## src/rtl/store_lane_queue_if.sv

```systemverilog
// store_lane_queue_if
//   Bundles the store-request channel and the downstream write-register
//   channel of store_lane_queue.
//
//   Request channel (producer -> queue):
//     InValid, InAddr, InSize, InData  driven by the producer
//     InReady                          driven by the queue
//   Write channel (queue -> byte-enabled write register):
//     RegWrEn, Enable0..3, WriteData0, WrAddr  driven by the queue
//     Stall                                    driven by the register side
//
//   Handshake: a request transfers on a rising edge where InValid and
//   InReady are both high. The producer keeps InValid high and the payload
//   stable until that edge. InReady does not depend on InValid.
//
//   Modports: slave = the queue, master = the producer/consumer side.
interface store_lane_queue_if #(
    parameter int ADDR_W = 32
);
    logic              InValid;
    logic              InReady;
    logic [ADDR_W-1:0] InAddr;
    logic [1:0]        InSize;
    logic [31:0]       InData;
    logic              Stall;
    logic              RegWrEn;
    logic              Enable0;
    logic              Enable1;
    logic              Enable2;
    logic              Enable3;
    logic [31:0]       WriteData0;
    logic [ADDR_W-1:0] WrAddr;

    modport slave (
        input  InValid, InAddr, InSize, InData, Stall,
        output InReady, RegWrEn, Enable0, Enable1, Enable2, Enable3,
               WriteData0, WrAddr
    );

    modport master (
        output InValid, InAddr, InSize, InData, Stall,
        input  InReady, RegWrEn, Enable0, Enable1, Enable2, Enable3,
               WriteData0, WrAddr
    );
endinterface

```

## src/rtl/store_lane_queue.sv

```systemverilog
// store_lane_queue
//   Store-side byte-lane formatter and buffer in front of the byte-enabled
//   32-bit write register. Requests are checked for alignment, formatted
//   into lane enables plus lane-replicated data, queued, and drained one per
//   cycle onto the register's write port.
//
//   Ports:
//     Clk           rising-edge clock
//     ResetBar      synchronous active-low reset
//     Flush         discard all queued stores (below reset in priority)
//     bus           request + write channels (store_lane_queue_if.slave)
//     AlignErr      one-cycle pulse after a rejected (misaligned) request
//     AlignErrAddr  address of the last rejected request
//     Count         occupied entries
//     Empty, Full   Count==0 / Count==DEPTH
module store_lane_queue #(
    parameter int DEPTH  = 4,
    parameter int PTR_W  = 2,
    parameter int ADDR_W = 32
) (
    input  logic               Clk,
    input  logic               ResetBar,
    input  logic               Flush,
    store_lane_queue_if.slave  bus,
    output logic               AlignErr,
    output logic [ADDR_W-1:0]  AlignErrAddr,
    output logic [PTR_W:0]     Count,
    output logic               Empty,
    output logic               Full
);

    localparam logic [PTR_W:0] FullCnt = (PTR_W+1)'(DEPTH);

    // Entry storage: word-aligned address, lane enables, formatted data.
    logic [ADDR_W-1:0] memAddr [DEPTH];
    logic [3:0]        memEn   [DEPTH];
    logic [31:0]       memData [DEPTH];

    logic [PTR_W-1:0]  wrPtr;
    logic [PTR_W-1:0]  rdPtr;

    logic              misaligned;
    logic [3:0]        fmtEn;
    logic [31:0]       fmtData;
    logic              take;
    logic              push;
    logic              reject;
    logic              drain;

    logic              regWrEn;
    logic [3:0]        laneEn;
    logic [31:0]       wrData;
    logic [ADDR_W-1:0] wrAddr;

    assign Empty       = (Count == '0);
    assign Full        = (Count == FullCnt);
    // No bypass when full: a same-cycle drain does not open the input.
    assign bus.InReady = ResetBar & ~Full;

    // Alignment check and lane formatting of the incoming request.
    always_comb begin
        misaligned = 1'b0;
        fmtEn      = 4'b0000;
        fmtData    = 32'h0;
        case (bus.InSize)
            2'b00: begin
                fmtEn   = 4'b0001 << bus.InAddr[1:0];
                fmtData = {4{bus.InData[7:0]}};
            end
            2'b01: begin
                misaligned = bus.InAddr[0];
                fmtEn      = bus.InAddr[1] ? 4'b1100 : 4'b0011;
                fmtData    = {2{bus.InData[15:0]}};
            end
            2'b10: begin
                misaligned = |bus.InAddr[1:0];
                fmtEn      = 4'b1111;
                fmtData    = bus.InData;
            end
            default: begin
                misaligned = 1'b1;
            end
        endcase
    end

    // A rejected request is still consumed (handshake completes) but never
    // touches the queue, so it cannot reorder later stores.
    assign take   = bus.InValid & bus.InReady & ~Flush;
    assign push   = take & ~misaligned;
    assign reject = take & misaligned;
    assign drain  = ~Empty & ~bus.Stall & ~Flush;

    // Entry payload; validity is tracked by the pointers, so no reset here.
    always_ff @(posedge Clk) begin
        if (push) begin
            memAddr[wrPtr] <= {bus.InAddr[ADDR_W-1:2], 2'b00};
            memEn[wrPtr]   <= fmtEn;
            memData[wrPtr] <= fmtData;
        end
    end

    // Pointers and occupancy.
    always_ff @(posedge Clk) begin
        if (!ResetBar) begin
            wrPtr <= '0;
            rdPtr <= '0;
            Count <= '0;
        end else if (Flush) begin
            wrPtr <= '0;
            rdPtr <= '0;
            Count <= '0;
        end else begin
            if (push) begin
                wrPtr <= wrPtr + 1'b1;
            end
            if (drain) begin
                rdPtr <= rdPtr + 1'b1;
            end
            case ({push, drain})
                2'b10:   Count <= Count + 1'b1;
                2'b01:   Count <= Count - 1'b1;
                default: Count <= Count;
            endcase
        end
    end

    // Registered write port and alignment-error reporting.
    always_ff @(posedge Clk) begin
        if (!ResetBar) begin
            regWrEn      <= 1'b0;
            laneEn       <= 4'b0000;
            wrData       <= 32'h0;
            wrAddr       <= '0;
            AlignErr     <= 1'b0;
            AlignErrAddr <= '0;
        end else if (Flush) begin
            regWrEn  <= 1'b0;
            laneEn   <= 4'b0000;
            AlignErr <= 1'b0;
        end else begin
            regWrEn  <= drain;
            laneEn   <= drain ? memEn[rdPtr] : 4'b0000;
            AlignErr <= reject;
            // Data and address hold their last values between drains.
            if (drain) begin
                wrData <= memData[rdPtr];
                wrAddr <= memAddr[rdPtr];
            end
            if (reject) begin
                AlignErrAddr <= bus.InAddr;
            end
        end
    end

    assign bus.RegWrEn    = regWrEn;
    assign bus.Enable0    = laneEn[0];
    assign bus.Enable1    = laneEn[1];
    assign bus.Enable2    = laneEn[2];
    assign bus.Enable3    = laneEn[3];
    assign bus.WriteData0 = wrData;
    assign bus.WrAddr     = wrAddr;

endmodule

```

## src/flat_wrapper.sv

```systemverilog
// flat-port wrapper written by rule: the top's interface ports become plain ports
module store_lane_queue_flat 
#(
    parameter int DEPTH  = 4,
    parameter int PTR_W  = 2,
    parameter int ADDR_W = 32
)
  (Clk, ResetBar, Flush, AlignErr, AlignErrAddr, Count, Empty, Full, bus_InValid, bus_InAddr, bus_InSize, bus_InData, bus_Stall, bus_InReady, bus_RegWrEn, bus_Enable0, bus_Enable1, bus_Enable2, bus_Enable3, bus_WriteData0, bus_WrAddr);
  store_lane_queue_if #(.ADDR_W(ADDR_W)) bus_i ();
  input  logic Clk;
  input  logic ResetBar;
  input  logic Flush;
  output logic AlignErr;
  output logic [ADDR_W-1:0] AlignErrAddr;
  output logic [PTR_W:0] Count;
  output logic Empty;
  output logic Full;
  input wire logic [$bits(bus_i.InValid)-1:0] bus_InValid;
  input wire logic [$bits(bus_i.InAddr)-1:0] bus_InAddr;
  input wire logic [$bits(bus_i.InSize)-1:0] bus_InSize;
  input wire logic [$bits(bus_i.InData)-1:0] bus_InData;
  input wire logic [$bits(bus_i.Stall)-1:0] bus_Stall;
  output wire logic [$bits(bus_i.InReady)-1:0] bus_InReady;
  output wire logic [$bits(bus_i.RegWrEn)-1:0] bus_RegWrEn;
  output wire logic [$bits(bus_i.Enable0)-1:0] bus_Enable0;
  output wire logic [$bits(bus_i.Enable1)-1:0] bus_Enable1;
  output wire logic [$bits(bus_i.Enable2)-1:0] bus_Enable2;
  output wire logic [$bits(bus_i.Enable3)-1:0] bus_Enable3;
  output wire logic [$bits(bus_i.WriteData0)-1:0] bus_WriteData0;
  output wire logic [$bits(bus_i.WrAddr)-1:0] bus_WrAddr;
  assign bus_i.InValid = bus_InValid;
  assign bus_i.InAddr = bus_InAddr;
  assign bus_i.InSize = bus_InSize;
  assign bus_i.InData = bus_InData;
  assign bus_i.Stall = bus_Stall;
  assign bus_InReady = bus_i.InReady;
  assign bus_RegWrEn = bus_i.RegWrEn;
  assign bus_Enable0 = bus_i.Enable0;
  assign bus_Enable1 = bus_i.Enable1;
  assign bus_Enable2 = bus_i.Enable2;
  assign bus_Enable3 = bus_i.Enable3;
  assign bus_WriteData0 = bus_i.WriteData0;
  assign bus_WrAddr = bus_i.WrAddr;
  store_lane_queue #(.DEPTH(DEPTH), .PTR_W(PTR_W), .ADDR_W(ADDR_W)) u_core (.Clk(Clk), .ResetBar(ResetBar), .Flush(Flush), .bus(bus_i), .AlignErr(AlignErr), .AlignErrAddr(AlignErrAddr), .Count(Count), .Empty(Empty), .Full(Full));
endmodule
```

## config.mk

```make
export PLATFORM = sky130hd
export DESIGN_NAME = store_lane_queue_flat
export DESIGN_NICKNAME = d
export VERILOG_FILES = /design/src/rtl/store_lane_queue_if.sv /design/src/rtl/store_lane_queue.sv /design/src/flat_wrapper.sv
export SDC_FILE = /design/constraint.sdc
export NUM_CORES = 1
export LEC_CHECK = 0
export CAP_MARGIN = 20
export CORE_ASPECT_RATIO = 1.4
export CORE_MARGIN = 2
export CORE_UTILIZATION = 45
export CTS_CLUSTER_SIZE = 24
export DETAILED_ROUTE_END_ITERATION = 8
export PLACE_DENSITY = 0.78
export SLEW_MARGIN = 20
export SYNTH_ARGS = -nofsm -noshare
export SYNTH_HDL_FRONTEND = slang
export SYNTH_SLANG_ARGS = --single-unit
```

## constraint.sdc

```tcl
create_clock -name Clk -period 4.06 [get_ports Clk]
set_input_delay 0.406 -clock Clk [delete_from_list [all_inputs] [get_ports Clk]]
set_output_delay 0.406 -clock Clk [all_outputs]
set_load 0.005 [all_outputs]
```

# == After elaboration in Yosys (flattened, before gate mapping) ==
# Memory sizes are Yosys's and may differ from the RTL's. A register that Yosys moved wholly into a read port is not among the register bits.
# Index checks and enable logic that the tools add are counted.
# op_classes
n_lt_le_gt_ge,0
n_bitwise,14
div_mod_pow,0
shifts,1
eq_ne,5
muxes,7
reduce_logical,10
multipliers,0
add_sub_neg,4
# ops
cell,count
one-hot mux 32 bit (3 select lines),1
one-hot mux 4 bit (3 select lines),1
bitwise AND 1 bit,7
NOT 1 bit,7
one-hot mux 3 bit (2 select lines),1
adder 2 x 1 -> 2 bit (second input constant),2
== test 2 x 1 -> 1 bit (second input constant),2
== test 2 bit (second input constant),2
2-to-1 mux 4 bit,1
AND reduction 2 bit,2
OR reduction 2 bit,2
<< shifter 1 x 2 -> 4 bit (first input constant),1
adder 3 x 1 -> 3 bit (second input constant),1
== test 3 bit (second input constant),1
logical NOT 3 bit,1
one-hot mux 1 bit (3 select lines),1
OR reduction 3 bit,1
subtractor 3 x 1 -> 3 bit (second input constant),1
logical NOT 1 bit,2
logical NOT 2 bit,1
2-to-1 mux 1 bit,2
nonzero test 2 bit,1
# word_totals
ff_bits,73
mem_bits_rw,264
mem_count,3
mem_bits_ro,0
elab_cells,51
in_bits,71
out_inout_bits,108
latchBits,0
# mem_list
memory,words,word_bits,read_ports,rd_ports_with_merged_regs,wr,line,text
u_core.memData,4,32,1,1,1,store_lane_queue.sv:37,logic [31:0] memData [DEPTH];
u_core.memAddr,4,30,1,1,1,store_lane_queue.sv:35,logic [ADDR_W-1:0] memAddr [DEPTH];
u_core.memEn,4,4,1,1,1,store_lane_queue.sv:36,logic [3:0] memEn [DEPTH];

# == Depth between registers and ports, before layout ==
# depth
depth_word,8
mapped_depth,11
ltp_nobuf,10

# == Worst setup path after synthesis ==
# No wires, ideal clock.
# synth_path
path_type,input -> register
from,in ResetBar
to,"mem u_core.memAddr[0][0] (netlist name), enable pin"
t_arrival_ps,2695
t_required_ps,3629
path_buffers,1
stages,5
setup_time_ps,431
path_slack_ps,934
cell_sequence,nor2b_1 > and3_1 > buf_6 > nor2b_2 > and2_1
# synth_between
elab_chain_cells,6
# synth_lines
item,line,text
from (decl),flat_wrapper.sv:11,input logic ResetBar;
bitwise AND 1 bit,store_lane_queue.sv:58,assign bus.InReady = ResetBar & ~Full;
bitwise AND 1 bit (2 in a row),store_lane_queue.sv:88,assign take = bus.InValid & bus.InReady & ~Flush;
bitwise AND 1 bit,store_lane_queue.sv:89,assign push = take & ~misaligned;
2-to-1 mux 1 bit,store_lane_queue.sv:95,if (push) begin
2-to-1 mux 1 bit (implied by the code),store_lane_queue.sv:96,"memAddr[wrPtr] <= {bus.InAddr[ADDR_W-1:2], 2'b00};"
to (decl),store_lane_queue.sv:35,
# No other way between the ends.

# == Final worst setup path ==
# layout_path
from,reg u_core.Count[2]
to,reg u_core.Count[2]
# layout_between
elab_chain_cells,8
word_cells_on_any_way,16
classes_between,2 x add/sub; 3 x eq/ne; 1 x mux; 8 x bitwise; 2 x reduce/logical
# layout_lines
item,line,text
from (decl),store_lane_queue.sv:27,"output logic [PTR_W:0] Count,"
from (signal assigned),store_lane_queue.sv:120,2'b10: Count <= Count + 1'b1;
from (signal assigned),store_lane_queue.sv:121,2'b01: Count <= Count - 1'b1;
from (signal assigned),store_lane_queue.sv:122,default: Count <= Count;
== test 3 bit,store_lane_queue.sv:56,assign Full = (Count == FullCnt);
NOT 1 bit,store_lane_queue.sv:58,
bitwise AND 1 bit,store_lane_queue.sv:58,
bitwise AND 1 bit (2 in a row),store_lane_queue.sv:88,
bitwise AND 1 bit,store_lane_queue.sv:89,
== test 2 x 1 -> 1 bit or == test 2 bit (tied branches),store_lane_queue.sv:119,"case ({push, drain})"
one-hot mux 3 bit (2 select lines) or nonzero test 2 bit (tied branches),--,
# Several ways; a longest one is shown, not always the timed one.
# A chain may end at the register's enable or synchronous reset.

==> results.json <==
{
  "status": "complete, no violations",
  "rsz0062_at_grt": "false",
  "dp_hpwl_um": 18500,
  "syn-instance-count": 783,
  "postSynthRegisterBits": 371,
  "grtUsageTotal_pct": 18.6,
  "pre_cts_ws_ns": 1.06,
  "die_width_um": 152,
  "num_rows": 75,
  "ys_types": 37,
  "io_buffers": 176,
  "flow.area_growth_from_synthesis_pct": 24.9,
  "synth.yosys.seq_area_share_pct": 73.2,
  "pin_count": 179,
  "total_power_mw": 7.86,
  "initial_antenna_violation_count": 1,
  "final_layout_size_suffix_gt1_share_pct": 19.1,
  "max-vdd-ir-drop_uv": 249,
  "clkLatencyLatePin_ns": 0.53,
  "post_route_wl_um": 29400,
  "worstMarginPinSlew_ns": 1.03,
  "mostFrequentLayoutCell": "edfxtp_1",
  "timing_max_transition_violations_final": 0,
  "total_leakage_power_nw": 5.77,
  "drv_cap": 0,
  "synth_flop_cell": "edfxtp_1",
  "grt_start_max_net_pins": 69,
  "netlist_area_um2": 13800,
  "syn_avg_cell_area_um2": 17.6,
  "final-hold-violation-count": 0,
  "first_iter_violations": 436,
  "post-cts-setup-buffer-count": 0,
  "timing.critical_path.fanout_max": 7,
  "clock_sink_total": 371,
  "fp.coreArea_um2": 30000,
  "setup_viol": 0,
  "tritoncts_clock_tree": "built",
  "globalRoute.totalOverflow": 0,
  "clk_pin_slew_ns": 0.06,
  "synth_enable_flop_cells": 264,
  "h-tree-depth": 2,
  "worst_slack_ns": 1.47,
  "area_contributors_post_synth": "edfxtp_1 (58%), dfxtp_1 (16%), mux4_2 (11%)",
  "detailroute.via_count": 7542,
  "max_clock_freq_mhz": 385,
  "total_area_of_multi_input_combinational_cells_um2": 3370,
  "layout_common_cells": "edfxtp_1 (264), clkdlybuf4s50_1 (175), dfxtp_1 (105)",
  "worst_clock_skew_ns": 0.0207,
  "cts_resized": 0,
  "time_the_worst_path_needs_with_i_o_delays_and_setup_ns": 2.59,
  "post_route_setup_tns_ns": 0,
  "period_share_pct": 63.9,
  "synth_async_sr_flop_share_pct": 0,
  "avgRoutedWirePerCell_um": 21.4,
  "cts.path.max_buffers": 3,
  "fillcell_total": 2254,
  "cts-buffers-inserted": 35,
  "critical_path.endpoint_type": "register",
  "cts_hold_buffers": 0,
  "num-nets-final": 1036,
  "grt_pass1_wl_um": 44800,
  "place.gp.congestion": 0.778,
  "worstPathArrival_ns": 3.04,
  "crit_path_launch_type": "register",
  "critical_path.cell_chain": "or3b_1 > and3_1 > nor2b_2 > inv_1 > ha_1 > inv_1 > fa_1 > xor2_1 > or3_1 > a21oi_1",
  "cp_slowest_stage_delay_ns": 0.43,
  "timing.critical_path.slowest_stage_cell": "or3b_1",
  "worstSetupPathType": "reg -> reg",
  "yosysTopAreaCellShare_pct": 57.6,
  "most_area_hungry_cell_type_in_the_yosys_netlist": "edfxtp_1",
  "timing.critical_path.buf_inv": 2,
  "via_count_of_the_first_global_routing_pass": 7844,
  "root_buffer": "clkbuf_16",
  "initial_core_util_pct": 45.8,
  "worst_path_dominant_cell_family": "simple AND/OR/NAND/NOR gates",
  "fp.dieH_um": 211,
  "cp_data_required_time_ns": 4.50,
  "slew_headroom_pct": 31.1,
  "yosys_warnings": 0,
  "seqCellArea_um2": 10100,
  "die-area_um2": 32000,
  "hold_path.class": "in -> reg",
  "avgViaCountPerCell": 5.50,
  "critPathMostFrequentCell": "inv_1",
  "final_antenna_net_count": 0,
  "power.density_nw_per_um2": 458,
  "detailedRoute.firstPassIterationCount": 5,
  "post-route-drc-count": 0
}
[where the power goes]
part | total, mW | internal, mW | switching (mW)
sequential | 4.11 | 4.09 | 0.0139
combinational | 0.312 | 0.141 | 0.171
clock | 3.45 | 2.04 | 1.41
[worst paths after layout]
kind                                         startpoint                       to  slack (ns)  cells after the start
worst max-delay path                    u_core.Count[2]          u_core.Count[2]        1.47                     10
worst min-delay path                           ResetBar          u_core.wrPtr[0]        0.32                      4
worst max register to register          u_core.Count[2]          u_core.Count[2]        1.47                     10
worst min register to register  u_core.AlignErrAddr[10]  u_core.AlignErrAddr[10]        0.46                      2
[cell usage after synthesis, types with 16 or more instances]
library cell,count
mux4_2,66
dfxtp_1,107
o21ai_2,29
inv_1,16
nor2_1,18
nand3_1,31
a21oi_1,18
edfxtp_1,264
nand2_1,42
a21o_1,17
a22o_1,62
clkbuf_1,24
buf_2,21
[layer usage]
metal,vias up,global-route usage (%),wire length (µm)
met5,-,0,0
met4,0,7.54,993
met3,62,3.95,1830
met2,248,32.0,15400
met1,3820,22.9,11200
li1,3412,-,-
[layout make-up]
cell class	instances	area share, %
multi-input cells	341	19.6
repair buffers	194	11.3
clock buffers	43	5.63
flip-flops and latches	371	58.7
inverters	16	0.350
clock inverters	21	1.59
diodes	1	0.0146
well taps	385	2.81
[sequential cells by signal, indices dropped and copies added, names as in the netlist]
signal                 cells
u_core.laneEn              4
u_core.AlignErrAddr       32
u_core.wrPtr               2
u_core.memData           128
u_core.bus.RegWrEn         1
u_core.memEn              16
u_core.memAddr           120
u_core.rdPtr               2
u_core.bus.WriteData0     32
u_core.AlignErr            1
u_core.bus.WrAddr         30
u_core.Count               3
[through the flow]
stage	instance area, µm²	std cells	hold slack (ns)	util, %
detailed placement	15900	1307	0.448	53.0
finish	17200	1372	0.322	57.2
floorplan	13800	784	0.445	-
global route	17200	1372	0.334	57.2
global placement	15900	1307	0.440	53.0
CTS	17200	1371	0.289	57.2
[worst register-to-register path: stages, from the launching register on]
cell	delay, ns
dfxtp_1	0.40
or3b_1	0.44
and3_1	0.21
nor2b_2	0.20
inv_1	0.07
ha_1	0.17
inv_1	0.06
fa_1	0.37
xor2_1	0.16
or3_1	0.31
a21oi_1	0.15
[kinds of logic (layout without fill, tap and decap cells)]
logic type	count (synthesis)	count (layout)	share of synthesized area [%]
AO/OA/AOI/OAI	139	139	7.88
XOR/XNOR	3	3	0.191
adder cells (fa/ha/maj)	6	6	0.600
buffers and inverters	72	274	2.51
flip-flops	371	371	73.2
multiplexers	77	77	11.6
other	1	3	0.0273
AND/OR/NAND/NOR	114	114	3.96
No activity file was read; power rests on OpenSTA's default activity.
